## config.mk

```make
export PLATFORM = sky130hd
export DESIGN_NAME = gate_unit_seq
export DESIGN_NICKNAME = d
export VERILOG_FILES = /design/src/rtl/gate_unit_seq.sv
export SDC_FILE = /design/constraint.sdc
export NUM_CORES = 1
export LEC_CHECK = 0
export BUFFER_PORTS_ARGS = -buffer_cell sky130_fd_sc_hd__buf_2
export CAP_MARGIN = 20
export CORE_MARGIN = 2
export CORE_UTILIZATION = 40
export CTS_CLUSTER_DIAMETER = 100
export CTS_CLUSTER_SIZE = 8
export DETAILED_ROUTE_END_ITERATION = 7
export GPL_ROUTABILITY_DRIVEN = 0
export PLACE_DENSITY = 0.66
export REMOVE_ABC_BUFFERS = 1
export SYNTH_ARGS = -nofsm -noshare
export SYNTH_HDL_FRONTEND = slang
export SYNTH_SLANG_ARGS = --single-unit
export TNS_END_PERCENT = 100
```

## constraint.sdc

```tcl
create_clock -name clk -period 2.32 [get_ports clk]
set_clock_uncertainty 0.1 [all_clocks]
set_input_delay 0.116 -clock clk [delete_from_list [all_inputs] [get_ports clk]]
set_output_delay 0.116 -clock clk [all_outputs]
set_load 0.005 [all_outputs]
```

## src/rtl/gate_unit_seq.sv

```systemverilog
// gate_unit_seq: registered bitwise gate unit with valid/ready handshake.
// Single-beat ops produce f(a,b) one cycle after accept; accumulate bursts
// fold a stream of A operands left-to-right with the op captured on beat one.
module gate_unit_seq #(
   parameter int WIDTH = 8,
   parameter int CNT_W = 4
) (
   input  logic             clk,
   input  logic             rst_n,
   input  logic             in_valid,
   output logic             in_ready,
   input  logic [2:0]       op,
   input  logic             acc_mode,
   input  logic             in_last,
   input  logic [WIDTH-1:0] a,
   input  logic [WIDTH-1:0] b,
   output logic             out_valid,
   input  logic             out_ready,
   output logic [WIDTH-1:0] y,
   output logic             zero,
   output logic [CNT_W-1:0] beats
);

   localparam logic [2:0] OP_NOT  = 3'b000;
   localparam logic [2:0] OP_PASS = 3'b111;
   localparam logic [CNT_W-1:0] CNT_ONE = CNT_W'(1);
   localparam logic [CNT_W-1:0] CNT_MAX = '1;

   typedef enum logic {
      IDLE = 1'b0,
      ACC  = 1'b1
   } state_t;

   state_t           state_q,     state_d;
   logic [WIDTH-1:0] acc_q,       acc_d;
   logic [2:0]       op_q,        op_d;
   logic [CNT_W-1:0] cnt_q,       cnt_d;
   logic [WIDTH-1:0] y_q,         y_d;
   logic             zero_q,      zero_d;
   logic [CNT_W-1:0] beats_q,     beats_d;
   logic             out_valid_q, out_valid_d;

   logic             accept;
   logic [WIDTH-1:0] single_res;
   logic [WIDTH-1:0] fold_res;
   logic [CNT_W-1:0] cnt_inc;

   // Gate function: x is the left operand, yv the right. NOT/PASS act on yv.
   function automatic logic [WIDTH-1:0] gate_f(input logic [2:0]       f_op,
                                                input logic [WIDTH-1:0] x,
                                                input logic [WIDTH-1:0] yv);
      logic [WIDTH-1:0] r;
      case (f_op)
         3'b000:  r = ~yv;
         3'b001:  r = ~(x | yv);
         3'b010:  r = x | yv;
         3'b011:  r = x & yv;
         3'b100:  r = ~(x & yv);
         3'b101:  r = x ^ yv;
         3'b110:  r = ~(x ^ yv);
         default: r = yv;
      endcase
      return r;
   endfunction

   assign in_ready = !out_valid_q || out_ready;
   assign accept   = in_valid && in_ready;

   // Single ops feed A as the unary operand for NOT/PASS; the fold always
   // uses the running accumulator on the left and the new beat on the right.
   assign single_res = gate_f(op, a, ((op == OP_NOT) || (op == OP_PASS)) ? a : b);
   assign fold_res   = gate_f(op_q, acc_q, a);
   assign cnt_inc    = (cnt_q == CNT_MAX) ? CNT_MAX : cnt_q + CNT_ONE;

   // Next-state logic: output-register drain, single ops and burst folding.
   always_comb begin
      state_d     = state_q;
      acc_d       = acc_q;
      op_d        = op_q;
      cnt_d       = cnt_q;
      y_d         = y_q;
      zero_d      = zero_q;
      beats_d     = beats_q;
      out_valid_d = out_valid_q;

      // A completed transfer empties the output register; zero follows valid.
      if (out_valid_q && out_ready) begin
         out_valid_d = 1'b0;
         zero_d      = 1'b0;
      end

      if (accept) begin
         case (state_q)
            IDLE: begin
               if (!acc_mode) begin
                  y_d         = single_res;
                  zero_d      = (single_res == '0);
                  beats_d     = CNT_ONE;
                  out_valid_d = 1'b1;
               end else if (in_last) begin
                  // One-beat burst: the fold of a single value is the value.
                  y_d         = a;
                  zero_d      = (a == '0);
                  beats_d     = CNT_ONE;
                  out_valid_d = 1'b1;
               end else begin
                  acc_d   = a;
                  op_d    = op;
                  cnt_d   = CNT_ONE;
                  state_d = ACC;
               end
            end
            default: begin
               if (in_last) begin
                  y_d         = fold_res;
                  zero_d      = (fold_res == '0);
                  beats_d     = cnt_inc;
                  out_valid_d = 1'b1;
                  state_d     = IDLE;
               end else begin
                  acc_d = fold_res;
                  cnt_d = cnt_inc;
               end
            end
         endcase
      end
   end

   // State and output registers; reset discards any burst in flight.
   always_ff @(posedge clk or negedge rst_n) begin
      if (!rst_n) begin
         state_q     <= IDLE;
         acc_q       <= '0;
         op_q        <= '0;
         cnt_q       <= '0;
         y_q         <= '0;
         zero_q      <= 1'b0;
         beats_q     <= '0;
         out_valid_q <= 1'b0;
      end else begin
         state_q     <= state_d;
         acc_q       <= acc_d;
         op_q        <= op_d;
         cnt_q       <= cnt_d;
         y_q         <= y_d;
         zero_q      <= zero_d;
         beats_q     <= beats_d;
         out_valid_q <= out_valid_d;
      end
   end

   assign out_valid = out_valid_q;
   assign y         = y_q;
   assign zero      = zero_q;
   assign beats     = beats_q;

endmodule

```

==> results of run 1 <==
==> worst max-delay path: stages <==
cell       delay [ns]
buf_8            0.10
and3_4           0.18
a21oi_4          0.14
nand2_1          0.06
o21ai_1          0.08
ha_1             0.26
or2b_1           0.26
a21oi_2          0.12
a2111oi_1        0.07
or4_4            0.54
mux2i_1          0.14
o21ai_1          0.08
mux2_4           0.27
==> kinds of logic after synthesis <==
kind of cell	share of synthesized area (%)
muxes	9.361
DFF	23.11
and+or+nand+nor	23.84
AOI/OAI and AO/OA	25.77
buffers and inverters	8.282
adders and majority gates	9.630
==> sequential cells by signal, summed over array words and instances (netlist names) <==
signal	cells
acc_q	8
y	8
op_q	3
out_valid	1
zero	1
state_q	1
cnt_q	4
beats	4
==> cells in the mapped netlist (all sizes together) (3+ instances only) <==
cell	count
a2111oi	4
a211oi	3
a21oi	29
a22o	3
a22oi	4
a31oi	4
a32oi	3
and2	7
and3	4
buf	16
clkbuf	16
dfrtp	30
ha	25
inv	20
mux2	7
mux2i	18
nand2	60
nand2b	9
nand3	8
nand3b	6
nand4	4
nor2	19
nor2b	11
nor3	8
nor3b	4
nor4b	3
o211ai	5
o21ai	58
o31ai	3
==> power breakdown <==
part	total [W]	internal, W	switching (W)
Clock	0.000437	0.000239	0.000198
Combinational	0.00143	0.000652	0.000774
Sequential	0.000818	0.000670	0.000148
Total	0.00268	0.00156	0.00112
==> metal layers <==
metal,vias to the layer above,share of wire (%)
met5,-,0
met4,0,1.9
met3,13,5.7
met2,88,45
met1,1518,47
li1,1614,-
==> cell type report <==
cell class | instances | area (um2)
sequential | 30 | 752.0
multi-input combinational | 338 | 2261
fill | 794 | 4033
tap | 102 | 127.6
clock buffer | 7 | 86.33
inverter | 20 | 75.07
timing repair buffer | 72 | 467.9
clock inverter | 1 | 5.005
==> per-stage QoR <==
step,worst slack (ns),hold WS [ns],cells,util [%]
2_1_floorplan,-0.6452,-0.2796,388,-
3_3_place_gp,-0.4440,0.1005,559,46.14
3_5_place_dp,-0.4930,0.1090,559,46.14
4_1_cts,-0.02103,0.04619,569,48.16
5_1_grt,-0.1309,0.05406,570,48.35
6_report,-0.02255,0.05624,570,48.35
==> repair_timing <==
| action | 4_1_cts | 5_1_grt |
|---|---|---|
| hold buffers | 1 | 0 |
| setup endpoints to repair | 2 | 3 |
| gates resized for setup | 13 | 3 |
| pin swaps | 7 | 3 |
| endpoints found under the hold margin | 30 | 0 |
| setup buffers | 1 | 1 |
==> how the worst max path moves through the flow <==
stage                       to  slack, ns
final                     y[2]      -0.02
after global routing      y[2]      -0.13
after CTS                 y[2]      -0.02
after detailed placement  y[2]      -0.49
after global placement    y[2]      -0.44
after floorplan           y[2]      -0.65
==> metrics.cfg, run 1 <==
[run_status]
status = finished, violations left
violations = negative setup slack

[logic_synthesis]
yosysWarnings = 0
async_flop_share_pct = 100.0
yosysTopAreaCell = dfrtp_1
seq_area_frac_synth_pct = 23.11
ys.flop_type = dfrtp_1
ys_types = 64
syn_inst = 420
synth-edff-count = 0
avgSynthCellArea_um2 = 7.734
netlist_area_um2 = 3248
synth.area.top_cells = dfrtp_1, ha_1, nand2_1
synth_top_area_share_pct = 23.11
ys_seq_elements = 30

[setup_path]
timing.rr.end = zero
cp-start-kind = input port
r2r-start = op_q[0]
crit_path_start = op[2]
rr_worst_depth = 7
crit_fanout = 4
path_class = in -> reg
reg2reg_slack_ns = 0.23
critPathRequiredTime_ns = 2.40
critPathCaptureType = register
arrival_ns = 2.42

[timing]
setup_slack_ns = -0.02255
fin_crit_sh_pct = 101.0
relSlewSlack_pct = 54.31
hold_viol_final = 0
finalMaxSlewViolations = 0
clock.fmax_mhz = 426.9
period_minus_slack_ns = 2.343
setup_viol_count_final = 1
tns_ns = -0.02255
rsz0062_at_grt = true
worst_slew_pin_slew_ns = 0.6853

[cts]
cts_sinks = 30
clockBufferDepth = 2
clock_latency_ns = 0.29
path_clk_slew_ns = 0.07
cts_buffers = 5
htree_levels = 2
cts_root_buffer = clkbuf_8
cts_tree = done

[grt]
busiest_layer = met2
grt_max_degree = 31
track_usage_pct = 20.30
grt_pass1_wl_um = 14370
grt_pass1_vias = 2972
grt_overflow = 0
antenna_found_initial = 0
grt_use_met3_pct = 3.210
met2_usage_pct = 31.90
grtUsageMet1_pct = 28.51

[floorplanning]
die-width_um = 94.11
die_area_um2 = 8857
core.rowCount = 32
die_h_um = 94.11
io_pins = 40
start_util_pct = 41.60
core_um2 = 7807

[cells_and_area]
diodes = 0
layout.nets = 517
mostFrequentLayoutCell = nand2_1
final_area_um2 = 3775
area_growth_syn_to_layout_pct = 16.22
drive_gt1_share_pct = 21.79
most-common-layout-cells = nand2_1, buf_2, o21ai_0

[run]
drv_cap = 0

[routing]
routed-via-count = 3233
dr.first_iter.drc_count = 195
drtPass1Iterations = 4
wl_per_cell_um = 15.45
routed_wl_um = 8807
drcViolationCount = 0
viasPerCell = 5.672
ant_nets = 0

[placed_design]
portBuffers = 39
place_area_um2 = 3602
dp.final_hpwl_um = 6531

[worst_hold_path]
min_path_type = in -> reg
hold_path_end = out_valid
min_delay_path_depth = 3
hold_start = out_ready

[pwr]
peakVddDrop_mv = 0.4305
power_leakage_nw = 1.726
powerDensity_nw_per_um2 = 710.1
power_w = 0.002681

Note: power is estimated with default switching activity, not from simulation.
==> run 2: changes to the inputs <==
--- a/config.mk
+++ b/config.mk
@@ -7,13 +7,15 @@
 export LEC_CHECK = 0
 export BUFFER_PORTS_ARGS = -buffer_cell sky130_fd_sc_hd__buf_2
 export CAP_MARGIN = 20
+export CELL_PAD_IN_SITES_DETAIL_PLACEMENT = 2
+export CELL_PAD_IN_SITES_GLOBAL_PLACEMENT = 2
 export CORE_MARGIN = 2
-export CORE_UTILIZATION = 40
+export CORE_UTILIZATION = 35
 export CTS_CLUSTER_DIAMETER = 100
 export CTS_CLUSTER_SIZE = 8
 export DETAILED_ROUTE_END_ITERATION = 7
 export GPL_ROUTABILITY_DRIVEN = 0
-export PLACE_DENSITY = 0.66
+export PLACE_DENSITY = 0.89
 export REMOVE_ABC_BUFFERS = 1
 export SYNTH_ARGS = -nofsm -noshare
 export SYNTH_HDL_FRONTEND = slang
==> run 2 against run 1 <==
Compared with the run above: the run still ends with negative setup slack left; cell count rose by 2.3%; total power is 18% higher; utilization down 5.4 points; clock power up 56%; register-to-register slack lost 0.11 ns; highest routed layer unchanged; maximum frequency down 0.76%; sequential share of layout area decreased by 0.72 points.
==> metrics.cfg, run 2 (synthesis gave the netlist of run 1 again) <==
[run_status]
status = finished, violations left
violations = negative setup slack

[timing]
fin_crit_sh_pct = 101.7  ; +0.77 points
rsz0062_at_grt = true
relSlewSlack_pct = 51.15  ; -3.2 points
period_minus_slack_ns = 2.360  ; +0.01790 ns
clock.fmax_mhz = 423.6  ; -0.76%
setup_viol_count_final = 2  ; +1
hold-worst-slack_ns = 0.07079  ; +0.01455 ns
setup_slack_ns = -0.04045  ; -0.01790 ns
hold_viol_final = 0  ; unchanged
finalMaxSlewViolations = 0  ; unchanged
worst_slew_pin_slew_ns = 0.7327  ; +0.04740 ns

[cts]
clock_latency_ns = 0.29  ; about the same
clockBufferDepth = 2  ; unchanged
cts_root_buffer = clkbuf_8
cts_buffers = 5  ; unchanged
htree_levels = 2  ; unchanged
path_clk_slew_ns = 0.07  ; about the same
cts_sinks = 30  ; unchanged
cts_tree = done

[setup_path]
arrival_ns = 2.44  ; +0.02 ns
cp-start-kind = input port
crit_fanout = 3  ; -1
cp_slowest_stage_delay_ns = 0.55  ; about the same
critPathRequiredTime_ns = 2.40  ; about the same
rr_worst_depth = 6  ; -1
slowest_stage = or4_4
reg2reg_slack_ns = 0.12  ; -0.11 ns
path_class = in -> reg
critPathCaptureType = register
worstPathCellList = buf_8 -> and3_4 -> a21oi_4 -> nand2_1 -> o21ai_2 -> ha_4 -> or2b_1 -> a21oi_2 -> a2111oi_1 -> or4_4 -> mux2i_1 -> o21ai_1 -> mux2_2
timing.rr.end = zero
r2r-start = op_q[1]

[grt]
grt_pass1_wl_um = 21130  ; +47%
grt_pass1_vias = 3935  ; +32%
grt_use_met3_pct = 3.621  ; +0.41 points
busiest_layer = met2
antenna_found_initial = 0  ; unchanged
grt_max_degree = 36  ; +16%
met2_usage_pct = 47.65  ; +16 points
track_usage_pct = 26.63  ; +6.3 points
grtUsageMet1_pct = 33.51  ; +5.0 points
grt_overflow = 0  ; unchanged

[floorplanning]
die-width_um = 100.3  ; +6.6%
die_area_um2 = 10070  ; +14%
die_h_um = 100.3  ; +6.6%
core_um2 = 9109  ; +17%
core.rowCount = 35  ; +9.4%
io_pins = 40  ; unchanged
start_util_pct = 35.66  ; -5.9 points

[routing]
routed_wl_um = 13140  ; +49%
wl_per_cell_um = 22.54  ; +46%
viasPerCell = 6.002  ; +5.8%
ant_nets = 0  ; unchanged
drcViolationCount = 0  ; unchanged
routed-via-count = 3499  ; +8.2%
dr.first_iter.drc_count = 183  ; -6.2%
drtPass1Iterations = 4  ; unchanged

[placed_design]
portBuffers = 39  ; unchanged
dp.final_hpwl_um = 9403  ; +44%
place_area_um2 = 3649  ; +1.3%

[worst_hold_path]
hold_path_end = out_valid
min_path_type = in -> reg
min_delay_path_depth = 3  ; unchanged
hold_start = out_ready

[cells_and_area]
multi_input_area_um2 = 2297  ; +1.6%
drive_gt1_share_pct = 23.73  ; +1.9 points
final_area_um2 = 3916  ; +3.7%
area_growth_syn_to_layout_pct = 20.57
fillCellCount = 1022  ; +29%
diodes = 0  ; unchanged
seqCellArea_um2 = 752.0  ; unchanged
layout.nets = 521  ; +0.77%
mostFrequentLayoutCell = nand2_1
most-common-layout-cells = nand2_1, buf_2, o21ai_0, buf_4, dfrtp_1

[pwr]
power_leakage_nw = 1.774  ; +2.7%
peakVddDrop_mv = 0.3419  ; -21%
power_w = 0.003172  ; +18%
powerDensity_nw_per_um2 = 809.9  ; +14%

[run]
drv_cap = 0  ; unchanged

[run 2: worst max-delay path by stage]
stage | from | endpoint | slack (ns)
floorplan | op[0] | y[2] | -0.65
global placement | op[0] | y[2] | -0.40
detailed placement | op[0] | zero | -0.59
CTS | op[2] | zero | -0.09
global route | op[2] | y[2] | -0.15
finish | op[2] | y[2] | -0.04
[run 2: area by class of cell]
cell class	count	share of cell area [%]
clock buffers	6	2.109
clock inverters	2	1.534
inverters	20	1.917
multi-input cells	338	58.66
flip-flops and latches	30	19.20
well taps	111	3.546
repair buffers	76	13.04
[run 2: power breakdown]
group	switching [W]	total, W	internal [W]
Combinational	0.000953	0.00165	0.000693
Sequential	0.000174	0.000844	0.000670
Clock	0.000223	0.000682	0.000458
Total	0.00135	0.00317	0.00182
[run 2: what timing repair did]
item	CTS	global route
buffers inserted	3	0
resized for setup	14	7
endpoints found under the hold margin	30	0
hold buffers	1	0
pin swaps	9	8
setup endpoints to repair	3	7
[run 2: critical path, delay by kind of cell]
family / cells / cell delay [ns]
AND/OR/NAND/NOR: 4 / 1.07
AO/OA/AOI/OAI: 5 / 0.51
buffers and inverters: 1 / 0.10
adder cells (fa/ha/maj): 1 / 0.22
multiplexers: 2 / 0.42
[run 2: metal layers]
metal  wire length (um)  part of all wire [%]  vias to the layer above
met1               5782                    44                     1769
met2               6685                    51                       82
li1                   -                     -                     1625
met5                  0                     0                        -
met3                469                   3.6                       23
met4                202                   1.5                        0
[run 2: stage by stage]
step                      util, %  worst slack, ns   TNS, ns  std cells
after CTS                   42.60         -0.09132   -0.1214        583
final                       42.99         -0.04045  -0.04367        583
after detailed placement    40.05          -0.5903    -2.247        571
after global routing        42.99          -0.1488   -0.3396        583
after global placement      40.05          -0.4004    -1.074        571
after floorplan                 -          -0.6452    -1.303        388
==> run 3: changes to the inputs <==
--- a/config.mk
+++ b/config.mk
@@ -17,6 +17,7 @@
 export GPL_ROUTABILITY_DRIVEN = 0
 export PLACE_DENSITY = 0.89
 export REMOVE_ABC_BUFFERS = 1
+export SETUP_SLACK_MARGIN = 0.5
 export SYNTH_ARGS = -nofsm -noshare
 export SYNTH_HDL_FRONTEND = slang
 export SYNTH_SLANG_ARGS = --single-unit
==> run 3 against run 2 <==
Compared with the run above: the run still ends with negative setup slack left; critical path depth unchanged; setup slack improved by 0.0028 ns; hold slack got worse by 0.0035 ns; count of clock-buffer cells in the layout did not move; clock power up 2%; routed wire length is 12% higher; total power is 10% higher; utilization increased by 1.7 points; cell count increased by 1.4%.
==> metrics.cfg, run 3 (synthesis gave the netlist of run 1 again) <==
[setup_path]
path_buf_inv = 1  ; unchanged
critPathCaptureType = register
slowest_stage = or4_4
critPathRequiredTime_ns = 2.41  ; about the same
cp_top_family = simple AND/OR/NAND/NOR gates
worstPathCellList = buf_8 -> and3_4 -> a21oi_4 -> nand2_1 -> o21ai_2 -> ha_4 -> or2b_1 -> a21oi_2 -> a2111oi_1 -> or4_4 -> mux2i_1 -> o21ai_1 -> mux2_2
path_class = in -> reg
crit_fanout = 3  ; unchanged
cp_slowest_stage_delay_ns = 0.55  ; about the same
cp-start-kind = input port
arrival_ns = 2.45  ; about the same

[cells_and_area]
drive_gt1_share_pct = 28.96  ; +5.2 points
area_growth_syn_to_layout_pct = 25.46
most-common-layout-cells = nand2_1, buf_4, buf_2
layout.nets = 529  ; +1.5%
post-route-util_pct = 44.74  ; +1.7 points
diodes = 0  ; unchanged
mostFrequentLayoutCell = nand2_1

[run]
drv_cap = 0  ; unchanged

[grt]
grt_max_degree = 36  ; unchanged
grt_pass1_vias = 3964  ; +0.74%
grt_overflow = 0  ; unchanged
grt_pass1_wl_um = 21220  ; +0.46%
track_usage_pct = 26.77  ; +0.15 points
antenna_found_initial = 0  ; unchanged

[timing]
rsz0062_at_grt = true
period_minus_slack_ns = 2.358  ; -0.002833 ns
tns_ns = -0.05628  ; -0.01261 ns
worst_slew_pin_slew_ns = 0.7385  ; +0.005801 ns
hold_viol_final = 0  ; unchanged
clock.fmax_mhz = 424.2  ; +0.12%
relSlewSlack_pct = 50.77  ; -0.39 points
finalMaxSlewViolations = 0  ; unchanged
setup_viol_count_final = 2  ; unchanged
setup_slack_ns = -0.03762  ; +0.002833 ns
fin_crit_sh_pct = 101.6  ; -0.12 points

[cts]
cts_root_buffer = clkbuf_8
cts_sinks = 30  ; unchanged
clock_latency_ns = 0.30  ; about the same
path_clk_slew_ns = 0.08  ; about the same
htree_levels = 2  ; unchanged
cts_buffers = 5  ; unchanged
cts_tree = done
clockBufferDepth = 2  ; unchanged

[placed_design]
dp.final_hpwl_um = 9403  ; unchanged
portBuffers = 39  ; unchanged

[run_status]
status = finished, violations left
violations = negative setup slack

[pwr]
powerDensity_nw_per_um2 = 856.8  ; +5.8%
power_leakage_nw = 1.824  ; +2.8%
peakVddDrop_mv = 0.3557  ; +4.0%
power_w = 0.003491  ; +10%

[floorplanning]
die-width_um = 100.3  ; unchanged
io_pins = 40  ; unchanged
core.rowCount = 35  ; unchanged
die_h_um = 100.3  ; unchanged
core_um2 = 9109  ; unchanged
die_area_um2 = 10070  ; unchanged
start_util_pct = 35.66  ; unchanged

[routing]
ant_nets = 0  ; unchanged
viasPerCell = 6.091  ; +1.5%
routed-via-count = 3600  ; +2.9%
wl_per_cell_um = 24.99  ; +11%
drtPass1Iterations = 4  ; unchanged
routed_wl_um = 14770  ; +12%
dr.first_iter.drc_count = 189  ; +3.3%
drcViolationCount = 0  ; unchanged

[worst_hold_path]
min_path_type = in -> reg

==> run 3: cell count changes in the layout (fill, tap and decap cells not counted), moves of 2 or more <==
cell      before  now
buf_4         35   41
a21oi_1       27   23
a211oi_2       0    2
o21ai_0       35   33
inv_1         18   15
a21oi_2        1    4
a211oi_1       3    1
inv_2          2    4
==> run 3: what timing repair did <==
| action | 4_1_cts | 5_1_grt |
|---|---|---|
| gates resized for setup | 20 | 26 |
| hold buffers | 1 | 0 |
| setup buffers | 4 | 7 |
| setup endpoints to repair | 17 | 19 |
| pin swaps | 10 | 10 |
| endpoints found under the hold margin | 30 | 0 |
| cloned | 0 | 0 |
==> run 3: final timing paths <==
| kind | from | end | slack, ns | cells after the start |
|---|---|---|---|---|
| hold / removal | out_ready | out_valid | 0.07 | 3 |
| setup reg to reg | acc_q[4] | zero | 0.09 | 7 |
| min in group asynchronous | rst_n | cnt_q[0] | 0.32 | 2 |
| setup / recovery | op[2] | y[2] | -0.04 | 13 |
| hold reg to reg | beats[2] | beats[2] | 0.40 | 2 |
| max in group asynchronous | rst_n | op_q[2] | 1.25 | 2 |
==> run 3: through the flow <==
step                      area (um2)  hold slack [ns]  instances  worst slack (ns)
after CTS                       3910          0.07588        584          -0.09028
after global routing            4075          0.09450        591           -0.1634
after detailed placement        3649           0.1224        571           -0.5903
after global placement          3649          0.09840        571           -0.4004
final                           4075          0.06732        591          -0.03762
after floorplan                 3054          -0.2796        388           -0.6452
==> run 3: cell type report <==
type	instances	area [um2]
Clock buffer	6	82.58
Clock inverter	2	60.06
Fill cell	1027	5034
Inverter	20	78.83
Multi-Input combinational cell	338	2387
Sequential cell	30	755.7
Tap cell	111	138.9
Timing Repair Buffer	84	571.8
==> run 3: tightest hold or removal path, cell delays in order <==
cell and delay [ns]:
buf_2 0.11, nand2b_4 0.14, nand2_1 0.05
==> run 3: report_power, final <==
part	internal [W]	switching, W	leakage, nW
Sequential	0.000673	0.000165	0.373
Clock	0.000459	0.000240	0.0714
Combinational	0.000812	0.00114	1.38
Total	0.00194	0.00155	1.82
==> run 3: routing by layer <==
metal | track usage [%] | part of all wire [%] | vias to the layer above
met5 | 0 | 0 | -
li1 | - | - | 1642
met2 | 48.89 | 51 | 88
met4 | 6.322 | 3.0 | 0
met3 | 2.925 | 3.9 | 38
met1 | 33.68 | 42 | 1832
